[src/rtl/multicycle_control_pkg.sv]
// Shared types for the multi-cycle MIPS controller: opcodes, FSM states,
// ALU operation codes, datapath mux selects and the bundled control word.
package multicycle_control_pkg;

    typedef enum logic [5:0] {
        OP_RTYPE = 6'h00,
        OP_J     = 6'h02,
        OP_JAL   = 6'h03,
        OP_BEQ   = 6'h04,
        OP_BNE   = 6'h05,
        OP_ADDI  = 6'h08,
        OP_SLTI  = 6'h0A,
        OP_XORI  = 6'h0E,
        OP_LW    = 6'h23,
        OP_SW    = 6'h2B
    } opcode_type;

    localparam logic [5:0] FUNCT_JR = 6'h08;

    typedef enum logic [3:0] {
        S_FETCH,
        S_DECODE,
        S_MEMADR,
        S_MEMRD,
        S_MEMWB,
        S_MEMWR,
        S_RTEXEC,
        S_RTWB,
        S_IEXEC,
        S_IWB,
        S_BEQ,
        S_BNE,
        S_JUMP,
        S_JAL,
        S_JR,
        S_ILLEGAL
    } ctrl_state_t;

    localparam int ALU_OP_BITS = 3;
    localparam logic [ALU_OP_BITS-1:0] ALU_ADD   = 3'd0;
    localparam logic [ALU_OP_BITS-1:0] ALU_SUB   = 3'd1;
    localparam logic [ALU_OP_BITS-1:0] ALU_FUNCT = 3'd2;
    localparam logic [ALU_OP_BITS-1:0] ALU_SLT   = 3'd3;
    localparam logic [ALU_OP_BITS-1:0] ALU_XOR   = 3'd4;

    localparam logic [1:0] REG_DST_RT = 2'd0;
    localparam logic [1:0] REG_DST_RD = 2'd1;
    localparam logic [1:0] REG_DST_RA = 2'd2;

    localparam logic [1:0] MTR_ALUOUT = 2'd0;
    localparam logic [1:0] MTR_MDR    = 2'd1;
    localparam logic [1:0] MTR_PC     = 2'd2;

    localparam logic [1:0] ALUB_B      = 2'd0;
    localparam logic [1:0] ALUB_FOUR   = 2'd1;
    localparam logic [1:0] ALUB_IMM    = 2'd2;
    localparam logic [1:0] ALUB_IMM_SH = 2'd3;

    localparam logic [1:0] PCSRC_ALU    = 2'd0;
    localparam logic [1:0] PCSRC_ALUOUT = 2'd1;
    localparam logic [1:0] PCSRC_JUMP   = 2'd2;
    localparam logic [1:0] PCSRC_REG    = 2'd3;

    typedef struct packed {
        logic                   pc_write;
        logic                   pc_write_beq;
        logic                   pc_write_bne;
        logic                   iord;
        logic                   mem_read;
        logic                   mem_write;
        logic                   ir_write;
        logic [1:0]             reg_dst;
        logic [1:0]             mem_to_reg;
        logic                   reg_write;
        logic                   alu_src_a;
        logic [1:0]             alu_src_b;
        logic [ALU_OP_BITS-1:0] alu_op;
        logic [1:0]             pc_src;
        logic                   illegal;
    } ctrl_out_t;

endpackage

[src/rtl/multicycle_control_if.sv]
// Controller <-> datapath bundle: IR fields and memory handshake in,
// enables and mux selects out.
interface multicycle_control_if #(
    parameter int ALUOP_W = 3
) ();
    import multicycle_control_pkg::*;

    opcode_type          op;
    logic [5:0]          funct;
    logic                mem_ready;

    logic                pc_write;
    logic                pc_write_beq;
    logic                pc_write_bne;
    logic                iord;
    logic                mem_read;
    logic                mem_write;
    logic                ir_write;
    logic [1:0]          reg_dst;
    logic [1:0]          mem_to_reg;
    logic                reg_write;
    logic                alu_src_a;
    logic [1:0]          alu_src_b;
    logic [ALUOP_W-1:0]  alu_op;
    logic [1:0]          pc_src;
    logic                illegal;
    ctrl_state_t         state_o;

    modport master (
        input  op, funct, mem_ready,
        output pc_write, pc_write_beq, pc_write_bne, iord, mem_read, mem_write,
               ir_write, reg_dst, mem_to_reg, reg_write, alu_src_a, alu_src_b,
               alu_op, pc_src, illegal, state_o
    );

    modport slave (
        output op, funct, mem_ready,
        input  pc_write, pc_write_beq, pc_write_bne, iord, mem_read, mem_write,
               ir_write, reg_dst, mem_to_reg, reg_write, alu_src_a, alu_src_b,
               alu_op, pc_src, illegal, state_o
    );

endinterface

[src/rtl/multicycle_control_ctrl_output_decode.sv]
// Moore map from FSM state to the datapath control word; FETCH's IR/PC
// loads are the only outputs qualified by the memory handshake.
module ctrl_output_decode
    import multicycle_control_pkg::*;
(
    input  ctrl_state_t i_state,
    input  opcode_type  i_op,
    input  logic        i_mem_ready,
    output ctrl_out_t   o_ctrl
);

    always_comb begin
        // NOTE: default the whole word first so no path through the case infers a latch.
        o_ctrl = '0;
        case (i_state)
            S_FETCH: begin
                o_ctrl.mem_read  = 1'b1;
                o_ctrl.alu_src_b = ALUB_FOUR;
                o_ctrl.alu_op    = ALU_ADD;
                o_ctrl.pc_src    = PCSRC_ALU;
                o_ctrl.ir_write  = i_mem_ready;
                o_ctrl.pc_write  = i_mem_ready;
            end
            S_DECODE: begin
                o_ctrl.alu_src_b = ALUB_IMM_SH;
                o_ctrl.alu_op    = ALU_ADD;
            end
            S_MEMADR: begin
                o_ctrl.alu_src_a = 1'b1;
                o_ctrl.alu_src_b = ALUB_IMM;
                o_ctrl.alu_op    = ALU_ADD;
            end
            S_MEMRD: begin
                o_ctrl.mem_read = 1'b1;
                o_ctrl.iord     = 1'b1;
            end
            S_MEMWB: begin
                o_ctrl.reg_write  = 1'b1;
                o_ctrl.reg_dst    = REG_DST_RT;
                o_ctrl.mem_to_reg = MTR_MDR;
            end
            S_MEMWR: begin
                o_ctrl.mem_write = 1'b1;
                o_ctrl.iord      = 1'b1;
            end
            S_RTEXEC: begin
                o_ctrl.alu_src_a = 1'b1;
                o_ctrl.alu_src_b = ALUB_B;
                o_ctrl.alu_op    = ALU_FUNCT;
            end
            S_RTWB: begin
                o_ctrl.reg_write  = 1'b1;
                o_ctrl.reg_dst    = REG_DST_RD;
                o_ctrl.mem_to_reg = MTR_ALUOUT;
            end
            S_IEXEC: begin
                o_ctrl.alu_src_a = 1'b1;
                o_ctrl.alu_src_b = ALUB_IMM;
                case (i_op)
                    OP_SLTI: o_ctrl.alu_op = ALU_SLT;
                    OP_XORI: o_ctrl.alu_op = ALU_XOR;
                    default: o_ctrl.alu_op = ALU_ADD;
                endcase
            end
            S_IWB: begin
                o_ctrl.reg_write  = 1'b1;
                o_ctrl.reg_dst    = REG_DST_RT;
                o_ctrl.mem_to_reg = MTR_ALUOUT;
            end
            S_BEQ, S_BNE: begin
                o_ctrl.alu_src_a    = 1'b1;
                o_ctrl.alu_src_b    = ALUB_B;
                o_ctrl.alu_op       = ALU_SUB;
                o_ctrl.pc_src       = PCSRC_ALUOUT;
                o_ctrl.pc_write_beq = (i_state == S_BEQ);
                o_ctrl.pc_write_bne = (i_state == S_BNE);
            end
            S_JUMP: begin
                o_ctrl.pc_write = 1'b1;
                o_ctrl.pc_src   = PCSRC_JUMP;
            end
            S_JAL: begin
                // PC was already advanced in FETCH, so it is the link value.
                o_ctrl.pc_write   = 1'b1;
                o_ctrl.pc_src     = PCSRC_JUMP;
                o_ctrl.reg_write  = 1'b1;
                o_ctrl.reg_dst    = REG_DST_RA;
                o_ctrl.mem_to_reg = MTR_PC;
            end
            S_JR: begin
                o_ctrl.pc_write = 1'b1;
                o_ctrl.pc_src   = PCSRC_REG;
            end
            S_ILLEGAL: o_ctrl.illegal = 1'b1;
            default:   o_ctrl = '0;
        endcase
    end

endmodule

[src/rtl/multicycle_control.sv]
// Multi-cycle MIPS control FSM: holds state and the opcode latched at DECODE,
// and drives the datapath through ctrl_output_decode.
module multicycle_control
    import multicycle_control_pkg::*;
#(
    parameter int ALUOP_W         = 3,
    parameter bit MEM_WAIT_EN     = 1'b1,
    parameter bit HALT_ON_ILLEGAL = 1'b1
) (
    input  logic                 clk,
    input  logic                 rst_n,
    multicycle_control_if.master io_bus
);

    ctrl_state_t r_state;
    opcode_type  r_op;
    logic        w_ready;
    ctrl_out_t   w_ctrl;
    ctrl_out_t   w_ctrl_gated;

    assign w_ready = !MEM_WAIT_EN || io_bus.mem_ready;

    always_ff @(posedge clk or negedge rst_n) begin
        if (!rst_n) begin
            r_state <= S_FETCH;
            r_op    <= OP_RTYPE;
        end else begin
            // NOTE: non-blocking updates so every register samples pre-edge values.
            case (r_state)
                S_FETCH:  if (w_ready) r_state <= S_DECODE;
                S_DECODE: begin
                    r_op <= io_bus.op;
                    case (io_bus.op)
                        OP_LW, OP_SW:              r_state <= S_MEMADR;
                        OP_RTYPE:                  r_state <= (io_bus.funct == FUNCT_JR) ? S_JR : S_RTEXEC;
                        OP_ADDI, OP_SLTI, OP_XORI: r_state <= S_IEXEC;
                        OP_BEQ:                    r_state <= S_BEQ;
                        OP_BNE:                    r_state <= S_BNE;
                        OP_J:                      r_state <= S_JUMP;
                        OP_JAL:                    r_state <= S_JAL;
                        default:                   r_state <= S_ILLEGAL;
                    endcase
                end
                S_MEMADR:  r_state <= (r_op == OP_SW) ? S_MEMWR : S_MEMRD;
                S_MEMRD:   if (w_ready) r_state <= S_MEMWB;
                S_MEMWR:   if (w_ready) r_state <= S_FETCH;
                S_RTEXEC:  r_state <= S_RTWB;
                S_IEXEC:   r_state <= S_IWB;
                S_ILLEGAL: if (!HALT_ON_ILLEGAL) r_state <= S_FETCH;
                default:   r_state <= S_FETCH;
            endcase
        end
    end

    ctrl_output_decode u_decode (
        .i_state     (r_state),
        .i_op        (r_op),
        .i_mem_ready (w_ready),
        .o_ctrl      (w_ctrl)
    );

    // Reset kills requests combinationally so an in-flight access drops at once.
    assign w_ctrl_gated = rst_n ? w_ctrl : '0;

    assign io_bus.pc_write     = w_ctrl_gated.pc_write;
    assign io_bus.pc_write_beq = w_ctrl_gated.pc_write_beq;
    assign io_bus.pc_write_bne = w_ctrl_gated.pc_write_bne;
    assign io_bus.iord         = w_ctrl_gated.iord;
    assign io_bus.mem_read     = w_ctrl_gated.mem_read;
    assign io_bus.mem_write    = w_ctrl_gated.mem_write;
    assign io_bus.ir_write     = w_ctrl_gated.ir_write;
    assign io_bus.reg_dst      = w_ctrl_gated.reg_dst;
    assign io_bus.mem_to_reg   = w_ctrl_gated.mem_to_reg;
    assign io_bus.reg_write    = w_ctrl_gated.reg_write;
    assign io_bus.alu_src_a    = w_ctrl_gated.alu_src_a;
    assign io_bus.alu_src_b    = w_ctrl_gated.alu_src_b;
    assign io_bus.alu_op       = ALUOP_W'(w_ctrl_gated.alu_op);
    assign io_bus.pc_src       = w_ctrl_gated.pc_src;
    assign io_bus.illegal      = w_ctrl_gated.illegal;
    assign io_bus.state_o      = r_state;

endmodule

[src/flat_wrapper.sv]
// flat-port wrapper written by rule: the top's interface ports become plain ports
module multicycle_control_flat import multicycle_control_pkg::*;
#(
    parameter int ALUOP_W         = 3,
    parameter bit MEM_WAIT_EN     = 1'b1,
    parameter bit HALT_ON_ILLEGAL = 1'b1
)
  (clk, rst_n, io_bus_op, io_bus_funct, io_bus_mem_ready, io_bus_pc_write, io_bus_pc_write_beq, io_bus_pc_write_bne, io_bus_iord, io_bus_mem_read, io_bus_mem_write, io_bus_ir_write, io_bus_reg_dst, io_bus_mem_to_reg, io_bus_reg_write, io_bus_alu_src_a, io_bus_alu_src_b, io_bus_alu_op, io_bus_pc_src, io_bus_illegal, io_bus_state_o);
  multicycle_control_if #(.ALUOP_W(ALUOP_W)) io_bus_i ();
  input  logic clk;
  input  logic rst_n;
  input wire logic [$bits(io_bus_i.op)-1:0] io_bus_op;
  input wire logic [$bits(io_bus_i.funct)-1:0] io_bus_funct;
  input wire logic [$bits(io_bus_i.mem_ready)-1:0] io_bus_mem_ready;
  output wire logic [$bits(io_bus_i.pc_write)-1:0] io_bus_pc_write;
  output wire logic [$bits(io_bus_i.pc_write_beq)-1:0] io_bus_pc_write_beq;
  output wire logic [$bits(io_bus_i.pc_write_bne)-1:0] io_bus_pc_write_bne;
  output wire logic [$bits(io_bus_i.iord)-1:0] io_bus_iord;
  output wire logic [$bits(io_bus_i.mem_read)-1:0] io_bus_mem_read;
  output wire logic [$bits(io_bus_i.mem_write)-1:0] io_bus_mem_write;
  output wire logic [$bits(io_bus_i.ir_write)-1:0] io_bus_ir_write;
  output wire logic [$bits(io_bus_i.reg_dst)-1:0] io_bus_reg_dst;
  output wire logic [$bits(io_bus_i.mem_to_reg)-1:0] io_bus_mem_to_reg;
  output wire logic [$bits(io_bus_i.reg_write)-1:0] io_bus_reg_write;
  output wire logic [$bits(io_bus_i.alu_src_a)-1:0] io_bus_alu_src_a;
  output wire logic [$bits(io_bus_i.alu_src_b)-1:0] io_bus_alu_src_b;
  output wire logic [$bits(io_bus_i.alu_op)-1:0] io_bus_alu_op;
  output wire logic [$bits(io_bus_i.pc_src)-1:0] io_bus_pc_src;
  output wire logic [$bits(io_bus_i.illegal)-1:0] io_bus_illegal;
  output wire logic [$bits(io_bus_i.state_o)-1:0] io_bus_state_o;
  assign io_bus_i.op = io_bus_op;
  assign io_bus_i.funct = io_bus_funct;
  assign io_bus_i.mem_ready = io_bus_mem_ready;
  assign io_bus_pc_write = io_bus_i.pc_write;
  assign io_bus_pc_write_beq = io_bus_i.pc_write_beq;
  assign io_bus_pc_write_bne = io_bus_i.pc_write_bne;
  assign io_bus_iord = io_bus_i.iord;
  assign io_bus_mem_read = io_bus_i.mem_read;
  assign io_bus_mem_write = io_bus_i.mem_write;
  assign io_bus_ir_write = io_bus_i.ir_write;
  assign io_bus_reg_dst = io_bus_i.reg_dst;
  assign io_bus_mem_to_reg = io_bus_i.mem_to_reg;
  assign io_bus_reg_write = io_bus_i.reg_write;
  assign io_bus_alu_src_a = io_bus_i.alu_src_a;
  assign io_bus_alu_src_b = io_bus_i.alu_src_b;
  assign io_bus_alu_op = io_bus_i.alu_op;
  assign io_bus_pc_src = io_bus_i.pc_src;
  assign io_bus_illegal = io_bus_i.illegal;
  assign io_bus_state_o = io_bus_i.state_o;
  multicycle_control #(.ALUOP_W(ALUOP_W), .MEM_WAIT_EN(MEM_WAIT_EN), .HALT_ON_ILLEGAL(HALT_ON_ILLEGAL)) u_core (.clk(clk), .rst_n(rst_n), .io_bus(io_bus_i));
endmodule
[config.mk]
export PLATFORM = sky130hd
export DESIGN_NAME = multicycle_control_flat
export DESIGN_NICKNAME = d
export VERILOG_FILES = /design/src/rtl/multicycle_control_pkg.sv /design/src/rtl/multicycle_control_if.sv /design/src/rtl/multicycle_control_ctrl_output_decode.sv /design/src/rtl/multicycle_control.sv /design/src/flat_wrapper.sv
export SDC_FILE = /design/constraint.sdc
export NUM_CORES = 1
export LEC_CHECK = 0
export BUFFER_PORTS_ARGS = -buffer_cell sky130_fd_sc_hd__buf_2
export CORE_MARGIN = 2
export CORE_UTILIZATION = 47
export DETAILED_ROUTE_END_ITERATION = 8
export GPL_ROUTABILITY_DRIVEN = 0
export GPL_TIMING_DRIVEN = 0
export PLACE_DENSITY = 0.82
export SYNTH_ARGS = -nofsm -noshare
export SYNTH_HDL_FRONTEND = slang
export SYNTH_SLANG_ARGS = --single-unit
[constraint.sdc]
create_clock -name clk -period 1.8 [get_ports clk]
set_clock_uncertainty 0.05 [all_clocks]
set_input_delay 0.18 -clock clk [delete_from_list [all_inputs] [get_ports clk]]
set_output_delay 0.18 -clock clk [all_outputs]
set_load 0.005 [all_outputs]
==> results of run 1 <==
## logic make-up (layout without fill, tap and decap cells)
family                 after synthesis  in the layout  share of synthesized area
AND/OR/NAND/NOR                     59             59                      0.334
AO/OA/AOI/OAI                       32             32                      0.229
buffers and inverters               15             68                     0.0722
flip-flops                          10             10                      0.258
multiplexers                         7              7                     0.0799
XOR/XNOR                             3              3                     0.0271
## routing by layer
layer | part of all wire | track usage | routed length (um)
met1 | 0.40 | 0.280 | 1180
met2 | 0.50 | 0.428 | 1470
met3 | 0.086 | 0.0667 | 254
met4 | 0.016 | 0.0602 | 47
met5 | 0 | 0 | 0
## final timing paths
| kind | start | depth (start not counted) | end | slack, ps |
|---|---|---|---|---|
| setup / recovery | u_core.io_bus.state_o[3] | 5 | io_bus_alu_op[1] | -210 |
| hold / removal | rst_n | 1 | u_core.r_op[0] | -290 |
| setup reg to reg | u_core.io_bus.state_o[1] | 5 | u_core.r_op[5] | 60 |
| hold reg to reg | u_core.r_op[4] | 1 | u_core.r_op[4] | 460 |
| max in group asynchronous | rst_n | 1 | u_core.io_bus.state_o[3] | 1790 |
| min in group clk | io_bus_op[4] | 2 | u_core.r_op[4] | 170 |
## state kept, by name, summed over array words and instances (netlist names)
signal / count
u_core.io_bus.state_o: 4
u_core.r_op: 6
## metrics by stage
step / instances / area [um^2] / setup TNS [ps] / power [mW] / setup WS (ps)
6_report: 206 / 1420 / -509 / 2.16 / -209
5_1_grt: 206 / 1420 / -1290 / 2.32 / -322
4_1_cts: 200 / 1340 / -573 / 1.93 / -218
3_5_place_dp: 191 / 1190 / -58.9 / 1.52 / -58.9
3_3_place_gp: 191 / 1190 / -2.14 / 1.48 / -2.14
2_1_floorplan: 126 / 971 / 0 / 1.20 / 180
## cell type report
class	count	area, um^2	share of cell area
Multi-Input combinational cell	101	709	0.499
Sequential cell	10	250	0.176
Inverter	4	15.0	0.0106
Timing Repair Buffer	50	284	0.200
Buffer	10	93.8	0.0660
Tap cell	27	33.8	0.0237
Clock buffer	4	36.3	0.0255
## where the power goes
part	internal, mW	switching [mW]
registers	0.338	0.0984
clock network	0.123	0.0820
logic	0.753	0.763
## cells in the mapped netlist, drive strengths merged, types with 4 or more instances
cell	n	area (um^2)
dfrtp	10	250
o21ai	4	20.0
a21oi	7	35.0
nand2	8	30.0
nor3	4	25.0
mux2	6	67.6
nor2	18	67.6
buf	9	47.6
inv	4	15.0
nand2b	5	31.3
nand3	4	20.0
## repair_timing
| action | CTS | global route |
|---|---|---|
| pin swaps | 2 | 4 |
| setup endpoints to repair | 9 | 15 |
| buffers inserted | 5 | 7 |
| gates resized for setup | 18 | 13 |
| hold endpoints to repair | 10 | 10 |
==> reports/metrics.cfg, run 1 <==
[floorplan]
ios=40
die-area_mm2=0.00245
rows=16
die_x_um=49.5
die_y_um=49.5
start_util=0.495
core-area_mm2=0.00196

[placed_design]
place_hpwl_um=2070
portBuffers=38

[finish]
diodes=0
final_cell_mix=38 x buf_2, 16 x nor2_1, 13 x buf_4
drive_gt1_frac=0.458
areaGrowthSynthToFinish_pct=46.5
final_util=0.725
n_fill_cell=165
layout_commonest_cell=buf_2
nets=195

[route]
first_iter_violations=41
dr.pass1.iters=5
wirelength_um=2960
routed_via_density=5.83
vias=1201
ant_nets=0
routedWlPerCell_um=14.4
drc_errors=0

[clocking]
h-tree-depth=1
clk_latency_ps=270
cts_buffers=3
cts_tree=done
clockRootBuffer=clkbuf_4
path_clk_slew_ps=70
ctsLongestPathBuffers=2
clock_sinks=10

[grt]
track_usage=0.239
grt_pass1_vias=1043
antenna_found_initial=0
grt_pass1_wl_um=4550
grt_max_degree=12
grt_overflow=0

[run_status]
violations=hold timing, setup timing
outcome=complete, but fails checks

[critical_path]
arrival_ps=1780
critical_path.startpoint_type=register
slowest_delay_ps=510
setup.worst_path.class=register to output pin
critical_path.n_buffers_inverters=1
slowest_stage=or4b_4
end_kind=output pin
cpLargestDelayFamily=simple AND/OR/NAND/NOR gates
worstPathCellList=or4b_4 > nor4_4 > and2b_1 > o21a_1 > buf_2
cp_max_fo=6
required_ps=1570

[synthesis]
async_reset_ff_frac=1.00
syn-cell-area_um2=971
synth_ff_type=dfrtp_1
avgSynthCellArea_um2=7.71
synth-edff-count=0
syn-instance-count=126
yosys_warnings=0
synth_cell_types=45
ys_ff_latch=10
synth_nets=141
yosysSeqAreaShare=0.258

[timing]
setup_ws_ps=-209
rsz0062_at_grt=true
fmax_mhz=498
finalCritPeriodShare=1.12
slew_viol_final=0
whs_ps=-288
hold_viol_final=10
worstMarginPinSlew_ps=454
min_period_ps=2010
max_slew_margin=0.693
setup_viol=3

[power]
p_leak_nw=0.681
p_per_area_mw_per_mm2=1520
ir_drop_v=0.00108

[flow_run]
maxCapViolCount=0

[worst_hold_path]
hold_path_class=input pin to asynchronous set/reset pin

No activity file was read; power rests on OpenSTA's default activity.
==> inputs of run 2 (changes only) <==
--- a/config.mk
+++ b/config.mk
@@ -6,12 +6,13 @@
 export NUM_CORES = 1
 export LEC_CHECK = 0
 export BUFFER_PORTS_ARGS = -buffer_cell sky130_fd_sc_hd__buf_2
+export CORE_ASPECT_RATIO = 1.4
 export CORE_MARGIN = 2
 export CORE_UTILIZATION = 47
 export DETAILED_ROUTE_END_ITERATION = 8
 export GPL_ROUTABILITY_DRIVEN = 0
 export GPL_TIMING_DRIVEN = 0
-export PLACE_DENSITY = 0.82
+export PLACE_DENSITY = 0.86
 export SYNTH_ARGS = -nofsm -noshare
 export SYNTH_HDL_FRONTEND = slang
 export SYNTH_SLANG_ARGS = --single-unit
==> reports/metrics.cfg, run 2 (same netlist as run 1, synthesis figures left out) <==
[critical_path]
arrival_ps=1790
required_ps=1570
critical_path.startpoint_type=register
ff2ff_setup_slack_ps=70
r2r-start=u_core.io_bus.state_o[2]
timing.critical_path.to=io_bus_alu_op[1]
cpLargestDelayFamily=simple AND/OR/NAND/NOR gates
critical_path.n_buffers_inverters=1
cp_num_cells=5
critPathLaunch=u_core.io_bus.state_o[1]
slowest_delay_ps=560
worstPathCellList=or4b_4 > nor4_4 > and2b_1 > o21a_1 > buf_2
end_kind=output pin
cp_max_fo=2
r2r_cells=7
setup.worst_path.class=register to output pin
slowest_stage=or4b_4
r2r_end=u_core.io_bus.state_o[1]

[timing]
setup_viol=5
fmax_mhz=495
whs_ps=-282
worstMarginPinSlew_ps=384
min_period_ps=2020
finalCritPeriodShare=1.12
hold_viol_final=10
setup_ws_ps=-220
max_slew_margin=0.744
setup_total_negative_slack_ps=-701
slew_viol_final=0
rsz0062_at_grt=true

[floorplan]
start_util=0.498
ios=40
core-area_mm2=0.00195
die_y_um=57.8
die-area_mm2=0.00245
rows=19
die_x_um=42.4

[route]
dr_wl_met3_um=231
routed_via_density=5.96
vias=1181
wl_met2_um=1420
dr.pass1.iters=6
drc_errors=0
ant_nets=0
first_iter_violations=33
drt-met1-wl_um=1110
wirelength_um=2860
top_layer_used=met4
routedWlPerCell_um=14.5

[grt]
grt_pass1_vias=1021
track_usage=0.228
grt_max_degree=12
antenna_found_initial=0
grt_overflow=0
grt_pass1_wl_um=4400

[finish]
diodes=0
areaGrowthSynthToFinish_pct=44.5
nets=193
instances_no_fill=198
layout_commonest_cell=buf_2
n_fill_cell=141
drive_gt1_frac=0.452
final_cell_mix=38 x buf_2, 17 x nor2_1, 12 x buf_4
regMostFlops=u_core.r_op
largest_reg_flops=6

[clocking]
cts_buffers=3
clock_sinks=10
cts_tree=done
path_clk_slew_ps=70
h-tree-depth=1
clk_latency_ps=260
ctsLongestPathBuffers=2
clockRootBuffer=clkbuf_4

[power]
p_leak_nw=0.666
ir_drop_v=0.00134
p_per_area_mw_per_mm2=1490

[placed_design]
place_inst=185
place_hpwl_um=1990
portBuffers=38

[run_status]
outcome=complete, but fails checks
violations=hold timing, setup timing

[flow_run]
maxCapViolCount=0

[worst_hold_path]
hold_path_class=input pin to asynchronous set/reset pin

[run 2: layer usage]
layer / vias to the layer above / global-route usage
li1: 562 / -
met1: 520 / 0.273
met2: 84 / 0.396
met3: 15 / 0.0343
met4: 0 / 0.112
met5: - / 0
[run 2: per-stage QoR]
| stage | utilization | power (mW) | hold WS, ps | setup slack [ps] | area, um^2 |
|---|---|---|---|---|---|
| floorplan | - | 1.20 | -166 | 180 | 971 |
| global placement | 0.609 | 1.49 | -4.46 | -17.8 | 1190 |
| detailed placement | 0.609 | 1.52 | -1.12 | -57.7 | 1190 |
| CTS | 0.685 | 1.91 | -283 | -211 | 1340 |
| global route | 0.720 | 2.24 | -277 | -362 | 1400 |
| finish | 0.720 | 2.09 | -282 | -220 | 1400 |
[run 2: cell type report]
type	count	area [um^2]	share of cell area
Tap cell	21	26.3	0.0187
Clock buffer	4	36.3	0.0259
Buffer	9	82.6	0.0589
Timing Repair Buffer	49	277	0.197
Inverter	4	15.0	0.0107
Sequential cell	10	251	0.179
Multi-Input combinational cell	101	714	0.509
[run 2: power by group]
| part | leakage [nW] | internal, mW | switching (mW) |
|---|---|---|---|
| sequential | 0.120 | 0.339 | 0.101 |
| combinational | 0.525 | 0.699 | 0.758 |
| clock | 0.0210 | 0.123 | 0.0726 |
| total | 0.666 | 1.16 | 0.932 |
[run 2: how the worst min path moves through the flow]
stage	cells after the start	slack, ps	start	endpoint
after floorplan	0	-170	rst_n	u_core.io_bus.state_o[0]
after global placement	1	-4	rst_n	u_core.r_op[5]
after detailed placement	1	-1	rst_n	u_core.r_op[3]
after CTS	1	-280	rst_n	u_core.r_op[1]
after global routing	1	-280	rst_n	u_core.io_bus.state_o[0]
final	1	-280	rst_n	u_core.r_op[0]
[run 2: what timing repair did]
action                     4_1_cts  5_1_grt
setup buffers                    8        3
hold endpoints to repair        10       10
pin swaps                        2        4
setup endpoints to repair        7       23
resized for setup               14       19
[run 2: worst reg2reg max path, cell delays in order (launching register included)]
cell,delay [ps]
dfrtp_1,410
buf_4,160
buf_8,130
buf_6,120
buf_6,130
o41ai_1,340
o21ai_1,120
o2bb2ai_1,150
